$ cat config.mk
export PLATFORM = sky130hd
export DESIGN_NAME = uart_tx_periph
export DESIGN_NICKNAME = d
export VERILOG_FILES = /design/src/rtl/uart_tx_periph.sv
export SDC_FILE = /design/constraint.sdc
export NUM_CORES = 1
export LEC_CHECK = 0
export CORE_ASPECT_RATIO = 1.4
export CORE_MARGIN = 1
export CORE_UTILIZATION = 30
export CTS_BUF_LIST = sky130_fd_sc_hd__clkbuf_8
export DETAILED_ROUTE_END_ITERATION = 6
export PLACE_DENSITY = 0.51
export SYNTH_ARGS = -nofsm -noshare
export SYNTH_HDL_FRONTEND = slang
export SYNTH_SLANG_ARGS = --single-unit
$ cat constraint.sdc
create_clock -name clk_i -period 3.9 [get_ports clk_i]
set_input_delay 1.17 -clock clk_i [delete_from_list [all_inputs] [get_ports clk_i]]
set_output_delay 1.17 -clock clk_i [all_outputs]
set_load 0.005 [all_outputs]
$ cat src/rtl/uart_tx_periph.sv
// Memory-mapped 8N1 UART transmitter with a TX FIFO, status/control registers and a level TX-done IRQ.
// Latency: bus response (rvalid/rdata) one cycle after grant; first start bit one cycle after the pop decision.
// Backpressure: none on the bus (gnt = req); a write to a full FIFO with no pop that cycle drops the byte and sets overflow.
// Optional build macro UART_TX_PARITY_EN adds CTRL parity_en/parity_odd and a PARITY bit between DATA and STOP.

// Generic synchronous FIFO, combinational head, push accepted when full if a pop happens in the same cycle.
module uart_tx_fifo #(
  parameter int Width = 8,
  parameter int Depth = 8
) (
  input  logic                       i_clk,
  input  logic                       i_rst_n,
  input  logic                       i_push,
  input  logic                       i_pop,
  input  logic [Width-1:0]           i_dat,
  output logic [Width-1:0]           o_dat,
  output logic                       o_full,
  output logic                       o_empty,
  output logic [$clog2(Depth):0]     o_level
);
  localparam int PtrW = $clog2(Depth);
  localparam int LvlW = PtrW + 1;

  logic [Width-1:0] r_mem [Depth];
  logic [PtrW-1:0]  r_wr_ptr;
  logic [PtrW-1:0]  r_rd_ptr;
  logic [LvlW-1:0]  r_level;
  logic             w_do_pop;
  logic             w_do_push;

  assign o_full    = (r_level == LvlW'(Depth));
  assign o_empty   = (r_level == '0);
  assign o_level   = r_level;
  assign o_dat     = r_mem[r_rd_ptr];
  assign w_do_pop  = i_pop & ~o_empty;
  assign w_do_push = i_push & (~o_full | w_do_pop);

  // Storage is not reset; the pointers alone define what is valid.
  always_ff @(posedge i_clk) begin
    if (w_do_push) begin
      r_mem[r_wr_ptr] <= i_dat;
    end
  end

  // Pointers wrap modulo Depth (power of two); level tracks occupancy.
  always_ff @(posedge i_clk or negedge i_rst_n) begin
    if (!i_rst_n) begin
      r_wr_ptr <= '0;
      r_rd_ptr <= '0;
      r_level  <= '0;
    end else begin
      if (w_do_push) r_wr_ptr <= r_wr_ptr + PtrW'(1);
      if (w_do_pop)  r_rd_ptr <= r_rd_ptr + PtrW'(1);
      case ({w_do_push, w_do_pop})
        2'b10:   r_level <= r_level + LvlW'(1);
        2'b01:   r_level <= r_level - LvlW'(1);
        default: r_level <= r_level;
      endcase
    end
  end
endmodule

module uart_tx_periph #(
  parameter int ClkFreq   = 50000000,
  parameter int BaudRate  = 115200,
  parameter int FifoDepth = 8
) (
  input  logic        clk_i,
  input  logic        rst_ni,
  input  logic        req_i,
  input  logic        we_i,
  input  logic [3:0]  addr_i,
  input  logic [31:0] wdata_i,
  output logic        gnt_o,
  output logic        rvalid_o,
  output logic [31:0] rdata_o,
  output logic        tx_o,
  output logic        irq_o
);
  localparam int Div  = ClkFreq / BaudRate;
  localparam int CntW = $clog2(Div);
  localparam int LvlW = $clog2(FifoDepth) + 1;
  localparam logic [CntW-1:0] BaudMax = CntW'(Div - 1);

  typedef enum logic [2:0] {
    S_IDLE,
    S_START,
    S_DATA,
    S_PARITY,
    S_STOP
  } state_t;

  // Bus decode
  logic        w_wr;
  logic        w_rd;
  logic [1:0]  w_sel;
  logic        w_push_req;
  logic        w_ctrl_wr;
  logic        w_ovf_set;
  logic        w_ovf_clr;
  logic [31:0] w_rdata;
  logic        w_unused;

  // Registers
  logic        r_rvalid;
  logic [31:0] r_rdata;
  logic        r_tx_en;
  logic        r_irq_en;
  logic        r_ovf;
  logic        r_irq;
  logic        w_par_en;
  logic        w_par_odd;

  // FIFO
  logic [7:0]      w_head;
  logic            w_full;
  logic            w_empty;
  logic [LvlW-1:0] w_level;
  logic            w_pop;

  // Transmit FSM and datapath
  state_t          r_state;
  state_t          w_state_n;
  logic [CntW-1:0] r_baud;
  logic [2:0]      r_bitcnt;
  logic [7:0]      r_shift;
  logic [7:0]      w_shift_n;
  logic            r_dpar;
  logic            r_tx;
  logic            w_tx_n;
  logic            w_baud_end;
  logic            w_active;

  assign w_wr       = req_i & we_i;
  assign w_rd       = req_i & ~we_i;
  assign w_sel      = addr_i[3:2];
  assign w_push_req = w_wr & (w_sel == 2'd0);
  assign w_ctrl_wr  = w_wr & (w_sel == 2'd2);
  assign w_ovf_set  = w_push_req & w_full & ~w_pop;
  assign w_ovf_clr  = w_wr & (w_sel == 2'd1) & wdata_i[3];
  assign w_unused   = ^{wdata_i[31:8], addr_i[1:0]};

  assign w_active   = (r_state != S_IDLE);
  assign w_baud_end = (r_baud == BaudMax);

  assign gnt_o    = req_i;
  assign rvalid_o = r_rvalid;
  assign rdata_o  = r_rdata;
  assign tx_o     = r_tx;
  assign irq_o    = r_irq;

  uart_tx_fifo #(
    .Width (8),
    .Depth (FifoDepth)
  ) u_fifo (
    .i_clk   (clk_i),
    .i_rst_n (rst_ni),
    .i_push  (w_push_req),
    .i_pop   (w_pop),
    .i_dat   (wdata_i[7:0]),
    .o_dat   (w_head),
    .o_full  (w_full),
    .o_empty (w_empty),
    .o_level (w_level)
  );

`ifdef UART_TX_PARITY_EN
  logic r_par_en;
  logic r_par_odd;

  // Parity controls live in CTRL bits 2 and 3.
  always_ff @(posedge clk_i or negedge rst_ni) begin
    if (!rst_ni) begin
      r_par_en  <= 1'b0;
      r_par_odd <= 1'b0;
    end else if (w_ctrl_wr) begin
      r_par_en  <= wdata_i[2];
      r_par_odd <= wdata_i[3];
    end
  end

  assign w_par_en  = r_par_en;
  assign w_par_odd = r_par_odd;
`else
  assign w_par_en  = 1'b0;
  assign w_par_odd = 1'b0;
`endif

  // Read mux: writes and unmapped offsets return zero.
  always_comb begin
    w_rdata = '0;
    if (w_rd) begin
      case (w_sel)
        2'd1: begin
          w_rdata[0]    = w_full;
          w_rdata[1]    = w_empty;
          w_rdata[2]    = w_active;
          w_rdata[3]    = r_ovf;
          w_rdata[15:8] = 8'(w_level);
        end
        2'd2: begin
          w_rdata[0] = r_tx_en;
          w_rdata[1] = r_irq_en;
          w_rdata[2] = w_par_en;
          w_rdata[3] = w_par_odd;
        end
        default: w_rdata = '0;
      endcase
    end
  end

  // One-cycle registered response for every granted access.
  always_ff @(posedge clk_i or negedge rst_ni) begin
    if (!rst_ni) begin
      r_rvalid <= 1'b0;
      r_rdata  <= '0;
    end else begin
      r_rvalid <= req_i;
      r_rdata  <= w_rdata;
    end
  end

  // CTRL enable bits; tx_en defaults on so the console works without setup.
  always_ff @(posedge clk_i or negedge rst_ni) begin
    if (!rst_ni) begin
      r_tx_en  <= 1'b1;
      r_irq_en <= 1'b0;
    end else if (w_ctrl_wr) begin
      r_tx_en  <= wdata_i[0];
      r_irq_en <= wdata_i[1];
    end
  end

  // Sticky overflow flag; a new overflow beats a simultaneous W1C.
  always_ff @(posedge clk_i or negedge rst_ni) begin
    if (!rst_ni) begin
      r_ovf <= 1'b0;
    end else if (w_ovf_set) begin
      r_ovf <= 1'b1;
    end else if (w_ovf_clr) begin
      r_ovf <= 1'b0;
    end
  end

  // FSM state register.
  always_ff @(posedge clk_i or negedge rst_ni) begin
    if (!rst_ni) begin
      r_state <= S_IDLE;
    end else begin
      r_state <= w_state_n;
    end
  end

  // FSM next state and pop decision; a pop happens only when entering START.
  always_comb begin
    w_state_n = r_state;
    w_pop     = 1'b0;
    case (r_state)
      S_IDLE: begin
        if (r_tx_en && !w_empty) begin
          w_pop     = 1'b1;
          w_state_n = S_START;
        end
      end
      S_START: begin
        if (w_baud_end) w_state_n = S_DATA;
      end
      S_DATA: begin
        if (w_baud_end && (r_bitcnt == 3'd7)) begin
          w_state_n = w_par_en ? S_PARITY : S_STOP;
        end
      end
      S_PARITY: begin
        if (w_baud_end) w_state_n = S_STOP;
      end
      S_STOP: begin
        if (w_baud_end) begin
          if (r_tx_en && !w_empty) begin
            w_pop     = 1'b1;
            w_state_n = S_START;
          end else begin
            w_state_n = S_IDLE;
          end
        end
      end
      default: w_state_n = S_IDLE;
    endcase
  end

  // Next shift contents and next line level, so tx_o changes on the same edge as the state.
  always_comb begin
    w_shift_n = r_shift;
    if (w_pop) begin
      w_shift_n = w_head;
    end else if ((r_state == S_DATA) && w_baud_end) begin
      w_shift_n = {1'b0, r_shift[7:1]};
    end
    w_tx_n = 1'b1;
    case (w_state_n)
      S_START:  w_tx_n = 1'b0;
      S_DATA:   w_tx_n = w_shift_n[0];
      S_PARITY: w_tx_n = r_dpar ^ w_par_odd;
      default:  w_tx_n = 1'b1;
    endcase
  end

  // Baud/bit counters, shift register, latched data parity and the registered line driver.
  always_ff @(posedge clk_i or negedge rst_ni) begin
    if (!rst_ni) begin
      r_baud   <= '0;
      r_bitcnt <= '0;
      r_shift  <= '0;
      r_dpar   <= 1'b0;
      r_tx     <= 1'b1;
    end else begin
      if ((w_state_n != r_state) || w_baud_end || (r_state == S_IDLE)) begin
        r_baud <= '0;
      end else begin
        r_baud <= r_baud + CntW'(1);
      end
      if (r_state != S_DATA) begin
        r_bitcnt <= '0;
      end else if (w_baud_end) begin
        r_bitcnt <= r_bitcnt + 3'd1;
      end
      r_shift <= w_shift_n;
      if (w_pop) begin
        r_dpar <= ^w_head;
      end
      r_tx <= w_tx_n;
    end
  end

  // TX-done interrupt: enabled, nothing queued and the line idle.
  always_ff @(posedge clk_i or negedge rst_ni) begin
    if (!rst_ni) begin
      r_irq <= 1'b0;
    end else begin
      r_irq <= r_irq_en & w_empty & ~w_active;
    end
  end
endmodule
Yosys cells after proc, flatten, opt, wreduce, memory -nomap -nowiden
Memories as Yosys holds them, arrays and structs flattened.
Cells that the tools add are included.
{"block": "op_classes", "n_addsub": 6, "n_lt_le_gt_ge": 0, "div": 0, "n_reduce_logical": 15, "bitwise_logic": 18, "shifts": 0, "muxes": 24, "n_eq_ne": 16, "multipliers": 0}
{"cell": "$mux 3", "n": 7}
{"cell": "$mux 8", "n": 2}
{"cell": "$pmux 4 s2", "n": 2}
{"cell": "$pmux 3 s5", "n": 1}
{"cell": "$and 1x1->1", "n": 12}
{"cell": "$eq 3x2->1 const B", "n": 4}
{"cell": "$mux 12", "n": 1}
{"cell": "$add 3x1->3 const B", "n": 3}
{"cell": "$add 9x1->9 const B", "n": 1}
{"cell": "$eq 9x9->1 const B", "n": 1}
{"cell": "$mux 9", "n": 1}
{"cell": "$reduce_bool 2->1", "n": 4}
{"cell": "$reduce_xor 8->1", "n": 1}
{"cell": "$mux 1", "n": 7}
{"cell": "$eq 3x1->1 const B", "n": 2}
{"cell": "$eq 3x3->1 const B", "n": 2}
{"cell": "$not 1->1", "n": 5}
{"cell": "$add 4x1->4 const B", "n": 1}
{"cell": "$eq 2x1->1 const B", "n": 2}
{"cell": "$eq 2x2->1 const B", "n": 2}
{"cell": "$eq 4x4->1 const B", "n": 1}
{"cell": "$logic_not 4->1", "n": 1}
{"cell": "$mux 4", "n": 1}
{"cell": "$sub 4x1->4 const B", "n": 1}
{"cell": "11 further kinds", "n": 14}
{"block": "totals", "ram_bits": 64, "mem_count": 1, "mem_bits_ro": 0, "wordCells": 96, "output_inout_bits": 36, "inputBits": 40, "regBits": 52, "latch_bits": 0}
{"memory": "u_fifo.r_mem", "words": 8, "width": 8, "rd": 1, "rd_clocked_by_memory_dff": 0, "wr": 1, "line": "24", "source": "logic [Width-1:0] r_mem [Depth];"}

Depth between registers and ports, before layout
Gate-level depths: netlist of the first run.
{"block": "logic_depth", "ltp_word": 11, "mapped_depth": 15, "mapped_depth_nobuf": 14}

Modules after synthesis
A second synthesis of the first run with hierarchy kept.
{"block": "hier_totals", "cells_unflattened": 349, "hier_area_um2": 5124.9}
{"mod": "uart_tx_fifo", "seq_area_each_um2": 2172.1, "area_per_inst_um2": 3123.0, "cells_per_inst": 159, "n_inst": 1}
{"mod": "uart_tx_periph", "seq_area_each_um2": 953.4, "area_per_inst_um2": 2001.9, "cells_per_inst": 190, "n_inst": 1}

Worst setup path after synthesis of the first run
OpenSTA, ideal clock, no wires.
{"block": "synth_path", "kind": "register to register", "startpoint": "register r_baud[1]", "endpoint": "register u_fifo.r_level[2], in the netlist u_fifo.o_level[2]", "t_required_ps": 3775, "arrival_ps": 3036, "synth_period_minus_slack_ps": 3161, "stages_incl_launch_ff": 16, "setup_ps": 125, "n_path_buf": 1, "setup_slack_ps": 739, "cell_sequence": "dfrtp_1 -> inv_1 -> ha_1 -> nand4_1 -> or4_1 -> buf_4 -> a211o_4 -> a31oi_4 -> inv_1 -> ha_1 -> xor2_1 -> ha_1 -> a21oi_1 -> xor2_1 -> nor2_1 -> xor2_1"}
{"block": "synth_between", "elab_chain_len": 8, "elab_cells_between_ends": 10, "classes_between": "3 x eq/ne; 3 x mux; 3 x bitwise; 1 x reduce/logical"}
{"element": "from (decl)", "line": "124", "source": "logic [CntW-1:0] r_baud;"}
{"element": "from (signal assigned)", "line": "319", "source": "r_baud <= r_baud + CntW'(1);"}
{"element": "$eq 9x9->1 (*)", "line": "144", "source": "assign w_baud_end = (r_baud == BaudMax);"}
{"element": "$mux 1 (*)", "line": "277", "source": "if (w_baud_end) begin"}
{"element": "$pmux 1 s2 (*)", "line": "258", "source": "case (r_state)"}
{"element": "$and 1x1->1 (*)", "line": "35", "source": "assign w_do_pop = i_pop & ~o_empty;"}
{"element": "$or 1x1->1", "line": "36", "source": "assign w_do_push = i_push & (~o_full | w_do_pop);"}
{"element": "$and 1x1->1", "line": "36"}
{"element": "$eq 2x1->1 or $eq 2x2->1 (tied branches)", "line": "54", "source": "case ({w_do_push, w_do_pop})"}
{"element": "$pmux 4 s2 or $reduce_bool 2->1 (tied branches)"}
{"element": "to (signal assigned)", "line": "55", "source": "2'b10: r_level <= r_level + LvlW'(1);"}
{"element": "to (signal assigned)", "line": "56", "source": "2'b01: r_level <= r_level - LvlW'(1);"}
{"element": "to (signal assigned)", "line": "57", "source": "default: r_level <= r_level;"}
{"element": "to (decl)", "line": "27", "source": "logic [LvlW-1:0] r_level;"}
Mark *: on every way between the ends. The rest lies on a longest branch, timed or not.
A chain may end at the register's enable or synchronous reset.

Worst setup path in the final report of the first run
{"block": "layout_path", "startpoint": "input req_i", "endpoint": "output gnt_o"}
{"element": "from (decl)", "line": "70", "source": "input logic req_i,"}
{"element": "to (decl)", "line": "74", "source": "output logic gnt_o,"}
No word-level cell between the ends.

==> impl_metrics.csv, run 1 <==
group,metric,value,unit
setup_path,critPathMaxStageDelay,0.50,ns
timing,setup_viol,0,
clock_network,clk_latency,0.38,ns
yosys,yosysUniqueCellTypes,48,
clock_network,cts.sinks,112,
final_layout,post-route-util,34.6,%
timing,hold_viol_final,0,
power_and_ir_drop,ir_drop,0.000220,V
setup_path,critPathBufInv,2,
timing,finalCriticalPeriod,3.32,ns
power_and_ir_drop,p_int,0.00218,W
timing,setup_tns,0,ns
yosys,yosys_warnings,0,
clock_network,cts_tree,"yes",
power_and_ir_drop,cellPowerDensity,585,nW/µm²
yosys,synthArstFlopShare,42.9,%
power_and_ir_drop,pwr-share-clk,21.3,%
yosys,ys_ff_latch,112,
yosys,syn_area,4930,µm²
global_routing,grt_pass1_wl,14300,µm
clock_network,htree_levels,3,
min_path,hp-start,"r_ovf$_DFFE_PN0P_",
clock_network,postCtsSetupBuffers,0,
final_layout,drive_gt1_share,16.9,%
detailed_routing,viasPerCell,4.53,
clock_network,post_cts_resized,0,
setup_path,critPathMaxFanout,2,
detailed_routing,drc,0,
power_and_ir_drop,comb_power_share,28.1,%
placed_design,portBuffers,25,
yosys,avgSynthCellArea,14.7,µm²
final_layout,fillerInstances,1581,
timing,fmax,0.301,GHz
power_and_ir_drop,switching_share,33.1,%
setup_path,crit_arrival,2.15,ns
yosys,yosys_most_used_dff,"edfxtp_1",
detailed_routing,maxUsedRoutingLayer,"met4",
floorplan,initial_utilization,30.6,%
setup_path,criticalPathCategory,"in2out",
global_routing,grt_overflow,0,
floorplan,core.rowCount,55,
floorplan,core_area,16100,µm²
flow_run,maxCapViolations,0,
clock_network,cts.reportedPaths.clkPinSlew,0.12,ns
setup_path,cp.required,2.73,ns
timing,fin_crit_sh,85.2,%
min_path,worst_hold_path_type,"reg2reg",
setup_path,start_kind,"primary input",
yosys,syn-instance-count,336,
detailed_routing,dr_wl_met3,205,µm
power_and_ir_drop,leakage,2.09,nW
floorplan,die_area,17000,µm²
final_layout,area.growth.synth_to_final,13.1,%
floorplan,die_w,110,µm
outcome,status,"finished clean",
final_layout,diodes,0,
detailed_routing,vias,2613,
setup_path,crit_chain,"clkdlybuf4s50_1, clkdlybuf4s50_1",
yosys,yosysSeqAreaShare,63.4,%
detailed_routing,first_pass_iters,4,
placed_design,dpl.hpwl,6000,µm
setup_path,crit_path_start,"req_i",
global_routing,grt_max_degree,33,
clock_network,cts_max_path_buffers,2,
detailed_routing,wl_met2,4640,µm
setup_path,slowest_stage,"clkdlybuf4s50_1",
global_routing,grt_pass1_vias,2665,
setup_path,reg2reg_from,"r_baud[1]$_DFF_PN0_",
clock_network,cts_made_buffers,9,
final_layout,layout.nets,425,
timing,worst_slew_pin_slew,0.974,ns
detailed_routing,finalWirelength,8790,µm
detailed_routing,wl_met1,3770,µm
setup_path,crit_family,"buffers and inverters",
global_routing,gr-usage-all-layers,11.5,%
floorplan,die_h,154,µm
yosys,synth_edf_count,64,
timing,fin_worst_skew,0.0170,ns
clock_network,cts_root_buf,"clkbuf_8",
detailed_routing,drt_iter0_drc,79,
floorplan,io_pins,76,
yosys,synth_common_cells,"64 x edfxtp_1, 46 x dfrtp_1, 28 x buf_4, 22 x nor2_1, 19 x nand2_1",
detailed_routing,wl_per_cell,15.2,µm
detailed_routing,ant_nets,0,
clock_network,cts_hold_buf,0,
placed_design,gp_congestion,0.735,
timing,rsz0062_at_grt,"false",
setup_path,cp_common_cell,"clkdlybuf4s50_1",
power_and_ir_drop,switchingPower,0.00108,W
timing,finalMaxSlewViolations,0,
yosys,yosysMostFrequentCell,"edfxtp_1",
yosys,netlist.area_leader.share,39.0,%
timing,relSlewSlack,34.5,%
setup_path,end_kind,"output pin",
yosys,synth_area_leaders,"edfxtp_1 39%, dfrtp_1 23%, mux4_2 7.3%",
yosys,synth_top_area_cell,"edfxtp_1",
power_and_ir_drop,seqPwrFrac,50.6,%
global_routing,antenna_found_initial,0,
cells by family after synthesis:
| logic type | synth area share (%) |
|---|---|
| flip-flops | 63.4 |
| other | 0.0761 |
| AO/OA/AOI/OAI | 4.95 |
| multiplexers | 9.92 |
| XOR/XNOR | 4.26 |
| adder cells (fa/ha/maj) | 3.05 |
| AND/OR/NAND/NOR | 9.01 |
| buffers and inverters | 5.33 |
per-layer routing:
layer  track usage [%]  vias to the layer above
met5                 0                        -
li1                  -                     1249
met3              1.82                       11
met2              19.7                       49
met4              5.39                        0
met1              13.9                     1304
cell usage in the layout, fill, tap and decap left out, drive strengths merged, types with 5 or more instances in the layout:
| cell type | netlist | layout |
|---|---|---|
| nor3 | 6 | 6 |
| o21ai | 11 | 11 |
| inv | 6 | 11 |
| conb | 1 | 24 |
| mux4 | 16 | 16 |
| nor2 | 22 | 22 |
| xor2 | 8 | 8 |
| nand2 | 20 | 20 |
| edfxtp | 64 | 64 |
| and2 | 5 | 5 |
| buf | 31 | 15 |
| clkbuf | 5 | 9 |
| dfrtp | 46 | 46 |
| a21oi | 6 | 6 |
| a22oi | 7 | 7 |
| ha | 12 | 12 |
| nand3 | 8 | 8 |
| clkdlybuf4s50 | 0 | 24 |
| mux2i | 8 | 8 |
| xnor2 | 16 | 16 |
path summary, 6_finish.rpt:
check	to	slack (ns)	depth (start not counted)
max	gnt_o	0.58	2
min	r_ovf$_DFFE_PN0P_	0.49	2
max reg2reg	u_fifo.o_level[2]$_DFFE_PN0P_	0.71	14
min reg2reg	r_ovf$_DFFE_PN0P_	0.49	2
max in group asynchronous	u_fifo.r_wr_ptr[2]$_DFFE_PN0P_	2.34	2
min in group asynchronous	u_fifo.r_rd_ptr[2]$_DFFE_PN0P_	0.85	1
cell type report:
type	instances	area [µm²]	share of cell area [%]
clock buffers	9	124	2.22
clock inverters	7	76.3	1.37
inverters	6	22.5	0.404
multi-input cells	205	1630	29.2
flip-flops and latches	112	3130	56.1
well taps	199	249	4.47
repair buffers	39	350	6.28
state kept, by name (all words and copies together), names as in the netlist, 3 cells and up:
register         count
u_fifo.r_wr_ptr      3
r_bitcnt             3
u_fifo.r_rd_ptr      3
u_fifo.o_level       4
rdata_o              8
r_state              3
r_baud               9
r_shift              8
u_fifo.r_mem        64
through the flow:
| step | hold slack (ns) | cells | cell area [µm²] | setup WS, ns | power, W |
|---|---|---|---|---|---|
| 2_1_floorplan | 0.440 | 359 | 5020 | 0.739 | 0.00238 |
| 6_report | 0.489 | 577 | 5580 | 0.578 | 0.00326 |
| 4_1_cts | 0.494 | 577 | 5580 | 0.570 | 0.00332 |
| 3_3_place_gp | 0.460 | 561 | 5380 | 0.406 | 0.00260 |
| 5_1_grt | 0.523 | 577 | 5580 | 0.463 | 0.00349 |
| 3_5_place_dp | 0.466 | 561 | 5380 | 0.371 | 0.00262 |
power by group through the flow:
stage | clock (W) | combinational, W | sequential [W]
after floorplan | 0 | 0.000846 | 0.00153
after global placement | 0 | 0.000923 | 0.00168
after detailed placement | 0 | 0.000940 | 0.00168
after CTS | 0.000725 | 0.000938 | 0.00166
after global routing | 0.000767 | 0.00103 | 0.00169
final | 0.000694 | 0.000915 | 0.00165
Power figures use the tool's default switching activity.
==> run 2, diff against run 1 <==
- clock period: 3.9 -> 3.38 ns (I/O delays scaled with it)
==> run 2 against run 1 <==
  * Design area is 0.38% higher
  * First-iteration DRC count rose by 20%
  * Via count grew 0.27%
==> impl_metrics.csv, run 2 (synthesis results as in run 1) <==
group,metric,value,unit
clock_network,clk_latency,0.38,ns
setup_path,reg2reg_from,"r_baud[1]$_DFF_PN0_",
min_path,worst_hold_path_type,"reg2reg",
timing,finalCriticalPeriod,3.08,ns
timing,finalMaxSlewViolations,0,
setup_path,end_kind,"register",
global_routing,grt_overflow,0,
timing,setup_tns,0,ns
global_routing,grt_pass1_vias,2631,
floorplan,core.rowCount,55,
timing,fin_worst_skew,0.00957,ns
final_layout,largest_reg_flops,64,
power_and_ir_drop,ir_drop,0.000385,V
final_layout,drive_gt1_share,17.4,%
timing,setup_viol,0,
setup_path,critPathBufInv,2,
placed_design,gp_congestion,0.723,
setup_path,critPathMaxFanout,17,
setup_path,crit_chain,"inv_1, ha_1, nand4_1, or4_1, a211o_4, a31oi_4, inv_1, ha_1, xor2_1, ha_1, a21oi_1, xor2_1, nor2_1, xor2_1",
final_layout,diodes,0,
floorplan,io_pins,76,
detailed_routing,vias,2620,
clock_network,cts_hold_buf,0,
timing,fmax,0.325,GHz
detailed_routing,drc,0,
placed_design,portBuffers,25,
timing,relSlewSlack,44.5,%
setup_path,crit_cells,14,
setup_path,critPathMaxStageDelay,0.47,ns
floorplan,die_h,154,µm
timing,layout_setup_ws,0.303,ns
placed_design,dp_slack,0.0916,ns
final_layout,layout.nets,427,
final_layout,post-route-util,34.8,%
clock_network,cts_tree,"yes",
setup_path,r2r_cells,14,
setup_path,cp.required,3.66,ns
power_and_ir_drop,leakage,2.10,nW
final_layout,final_cell_mix,"64 x edfxtp_1, 46 x dfrtp_1, 24 x conb_1, 24 x clkdlybuf4s50_1, 22 x nor2_1",
global_routing,grt_pass1_wl,13900,µm
clock_network,cts.reportedPaths.clkPinSlew,0.11,ns
timing,rsz0062_at_grt,"false",
global_routing,antenna_found_initial,0,
clock_network,post_cts_resized,0,
timing,fin_crit_sh,91.0,%
setup_path,slowest_stage,"or4_1",
min_path,whs_endpoint,"r_baud[0]$_DFF_PN0_",
floorplan,core_area,16100,µm²
global_routing,grt_max_degree,31,
setup_path,criticalPathCategory,"reg2reg",
global_routing,gr-usage-all-layers,11.4,%
floorplan,die_area,17000,µm²
setup_path,crit_family,"compound AO/OA/AOI/OAI gates",
clock_network,postCtsSetupBuffers,0,
clock_network,htree_levels,3,
floorplan,initial_utilization,30.6,%
setup_path,crit_path_start,"r_baud[1]$_DFF_PN0_",
power_and_ir_drop,cellPowerDensity,676,nW/µm²
min_path,holdPathStages,1,
setup_path,r2r_end,"u_fifo.o_level[2]$_DFFE_PN0P_",
detailed_routing,drt_iter0_drc,95,
detailed_routing,wl_per_cell,15.2,µm
final_layout,top_register,"u_fifo.r_mem",
min_path,hp-start,"r_baud[0]$_DFF_PN0_",
timing,worst_slew_pin_slew,0.832,ns
timing,hold_viol_final,0,
clock_network,cts_max_path_buffers,2,
final_layout,area.growth.synth_to_final,13.5,%
clock_network,cts_made_buffers,9,
placed_design,dpl.hpwl,6010,µm
flow_run,maxCapViolations,0,
detailed_routing,first_pass_iters,4,
final_layout,largestRegisters,"u_fifo.r_mem: 64 flops, r_baud: 9 flops",
setup_path,crit_arrival,3.35,ns
detailed_routing,ant_nets,0,
floorplan,die_w,110,µm
clock_network,cts_root_buf,"clkbuf_8",
outcome,status,"finished clean",
detailed_routing,viasPerCell,4.53,
setup_path,r2r_slack,0.30,ns
clock_network,cts.sinks,112,
final_layout,final_common_cell,"edfxtp_1",
setup_path,start_kind,"register",
detailed_routing,finalWirelength,8780,µm
-- run 2: changes by cell type in the layout (fill, tap and decap cells not counted) --
| cell | previous run | this run |
|---|---|---|
| inv_8 | 3 | 0 |
| clkinv_8 | 1 | 0 |
| buf_4 | 14 | 16 |
| inv_6 | 2 | 5 |
| bufinv_16 | 0 | 1 |
-- run 2: metrics by stage --
step	instances	hold slack [ns]	total power [W]	area, µm²
2_1_floorplan	359	0.440	0.00274	5020
3_3_place_gp	563	0.460	0.00299	5390
3_5_place_dp	563	0.473	0.00302	5390
4_1_cts	579	0.494	0.00386	5600
5_1_grt	579	0.520	0.00402	5600
6_report	579	0.490	0.00379	5600
-- run 2: metal layers --
layer / vias to the layer above / share of wire (%) / GRT usage, %
li1: 1250 / - / -
met1: 1311 / 42 / 13.4
met2: 50 / 53 / 19.5
met3: 9 / 2.4 / 1.78
met4: 0 / 2.0 / 5.95
met5: - / 0 / 0
-- run 2: how the worst max path moves through the flow --
stage / to / slack [ns]
2_1_floorplan: u_fifo.o_level[2]$_DFFE_PN0P_ / 0.22
3_3_place_gp: u_fifo.o_level[2]$_DFFE_PN0P_ / 0.1
3_5_place_dp: u_fifo.o_level[2]$_DFFE_PN0P_ / 0.09
4_1_cts: u_fifo.o_level[2]$_DFFE_PN0P_ / 0.28
5_1_grt: u_fifo.o_level[2]$_DFFE_PN0P_ / 0.05
6_report: u_fifo.o_level[2]$_DFFE_PN0P_ / 0.30
-- run 2: layout make-up --
class | instances | area (µm²)
Clock inverter | 7 | 82.6
Multi-Input combinational cell | 205 | 1630
Fill cell | 1579 | 10500
Timing Repair Buffer | 41 | 365
Inverter | 6 | 22.5
Clock buffer | 9 | 124
Tap cell | 199 | 249
Sequential cell | 112 | 3130
-- run 2: power by group --
| part | internal [W] | switching [W] |
|---|---|---|
| clock network | 0.000357 | 0.000473 |
| logic | 0.000588 | 0.000509 |
| registers | 0.00163 | 0.000232 |
==> run 3, diff against run 2 <==
--- a/config.mk
+++ b/config.mk
@@ -6,4 +6,5 @@
 export NUM_CORES = 1
 export LEC_CHECK = 0
+export ABC_CLOCK_PERIOD_IN_PS = 3380
 export CORE_ASPECT_RATIO = 1.4
 export CORE_MARGIN = 1
==> constraint.sdc (replaced) <==
create_clock -name clk_i -period 3.38 [get_ports clk_i]
set_input_delay 1.014 -clock clk_i [delete_from_list [all_inputs] [get_ports clk_i]]
set_output_delay 1.014 -clock clk_i [all_outputs]
set_load 0.05 [all_outputs]
==> run 3 against run 2 <==
  * Setup slack worse by 0.045 ns
  * Utilization decreased by 0.078 points
  * Sequential power hardly changed
  * Clock power shrank 5.2%
  * Combinational power grew 7%
  * Non-clock buffer count shrank 1
  * Register-to-register slack got worse by 0.05 ns
  * Sequential cell count stayed put
  * Count of clock-buffer cells in the layout did not move
  * Highest routed layer unchanged
==> impl_metrics.csv, run 3 (synthesis results as in run 1) <==
group,metric,value,unit
outcome,status,"finished clean",
global_routing,antenna_found_initial,0,
power_and_ir_drop,ir_drop,0.000336,V
power_and_ir_drop,leakage,2.09,nW
setup_path,crit_arrival,3.40,ns
detailed_routing,vias,2628,
floorplan,die_h,154,µm
flow_run,maxCapViolations,0,
clock_network,cts.reportedPaths.clkPinSlew,0.11,ns
final_layout,largestRegisters,"u_fifo.r_mem: 64 flops, r_baud: 9 flops",
placed_design,place_inst,562,
final_layout,instances_no_fill,578,
final_layout,layout.nets,426,
final_layout,area.growth.synth_to_final,13.3,%
detailed_routing,viasPerCell,4.55,
clock_network,htree_levels,3,
final_layout,drive_gt1_share,17.4,%
detailed_routing,wl_met2,4570,µm
global_routing,grt_overflow,0,
floorplan,io_pins,76,
timing,hold_viol_final,0,
detailed_routing,first_pass_iters,4,
timing,fin_crit_sh,92.4,%
setup_path,end_kind,"register",
setup_path,start_kind,"register",
detailed_routing,finalWirelength,8810,µm
clock_network,clk_latency,0.38,ns
timing,hold_slack,0.492,ns
timing,fmax,0.320,GHz
global_routing,grt_pass1_vias,2655,
timing,relSlewSlack,47.6,%
setup_path,criticalPathCategory,"reg2reg",
timing,setup_tns,0,ns
clock_network,cts_hold_buf,0,
global_routing,gr-usage-all-layers,11.6,%
final_layout,largest_reg_flops,64,
detailed_routing,dr_wl_met3,255,µm
placed_design,dpl.hpwl,6040,µm
timing,worst_slew_pin_slew,0.786,ns
timing,setup_viol,0,
timing,fin_worst_skew,0.00917,ns
timing,finalCriticalPeriod,3.12,ns
floorplan,core.rowCount,55,
floorplan,core_area,16100,µm²
power_and_ir_drop,cellPowerDensity,685,nW/µm²
clock_network,cts_tree,"yes",
final_layout,top_register,"u_fifo.r_mem",
final_layout,diodes,0,
detailed_routing,maxUsedRoutingLayer,"met4",
clock_network,cts_max_path_buffers,2,
final_layout,post-route-util,34.7,%
timing,finalMaxSlewViolations,0,
timing,rsz0062_at_grt,"false",
final_layout,final_cell_mix,"64 x edfxtp_1, 46 x dfrtp_1, 24 x conb_1, 23 x clkdlybuf4s50_1, 22 x nor2_1",
detailed_routing,drc,0,
setup_path,cp.required,3.65,ns
placed_design,gp_congestion,0.733,
floorplan,die_w,110,µm
clock_network,postCtsSetupBuffers,0,
final_layout,final_common_cell,"edfxtp_1",
clock_network,post_cts_resized,0,
global_routing,grt_max_degree,32,
placed_design,portBuffers,25,
clock_network,cts_made_buffers,9,
floorplan,initial_utilization,30.6,%
detailed_routing,drt_iter0_drc,96,
detailed_routing,wl_met1,3750,µm
clock_network,cts.sinks,112,
setup_path,critPathMaxFanout,17,
detailed_routing,wl_per_cell,15.2,µm
min_path,worst_hold_path_type,"reg2reg",
clock_network,cts_root_buf,"clkbuf_8",
global_routing,grt_pass1_wl,14300,µm
detailed_routing,ant_nets,0,
floorplan,die_area,17000,µm²
## run 3: cell type report
type	count	area (µm²)
Timing Repair Buffer	40	368
Clock buffer	9	124
Tap cell	199	249
Multi-Input combinational cell	205	1630
Inverter	6	22.5
Sequential cell	112	3130
Fill cell	1574	10500
Clock inverter	7	67.6
## run 3: per-stage QoR
step	instance area (µm²)	total power, W	setup WS [ns]
floorplan	5020	0.00284	0.219
detailed placement	5390	0.00311	0.0644
global route	5580	0.00408	0.0880
finish	5580	0.00383	0.257
global placement	5390	0.00308	0.104
CTS	5580	0.00390	0.230
## run 3: where the power goes
group / internal (W) / switching (W)
combinational: 0.000589 / 0.000593
clock: 0.000291 / 0.000496
sequential: 0.00163 / 0.000232
## run 3: path summary, 6_finish.rpt
check,start,to,slack [ns],depth (start not counted)
min in group asynchronous,rst_ni,rdata_o[9]$_DFF_PN0_,0.54,1
min,r_ovf$_DFFE_PN0P_,r_ovf$_DFFE_PN0P_,0.49,2
max in group asynchronous,rst_ni,r_tx_en$_DFFE_PN1P_,2.06,2
min reg2reg,r_ovf$_DFFE_PN0P_,r_ovf$_DFFE_PN0P_,0.49,2
max,r_baud[1]$_DFF_PN0_,u_fifo.o_level[2]$_DFFE_PN0P_,0.26,14
max reg2reg,r_baud[1]$_DFF_PN0_,u_fifo.o_level[2]$_DFFE_PN0P_,0.26,14
## run 3: worst max-delay path: stages (launching register included)
cell     delay [ns]
dfrtp_1        0.41
inv_1          0.06
ha_1           0.15
nand4_1        0.10
or4_1          0.48
a211o_4        0.46
a31oi_4        0.22
inv_1          0.08
ha_1           0.22
xor2_1         0.14
ha_1           0.18
a21oi_1        0.14
xor2_1         0.17
nor2_1         0.07
xor2_1         0.14
## run 3: routing by layer
layer / global-route usage, % / vias to the layer above
met5: 0 / -
met4: 6.20 / 0
met3: 2.08 / 14
met2: 19.6 / 61
met1: 13.8 / 1298
li1: - / 1255
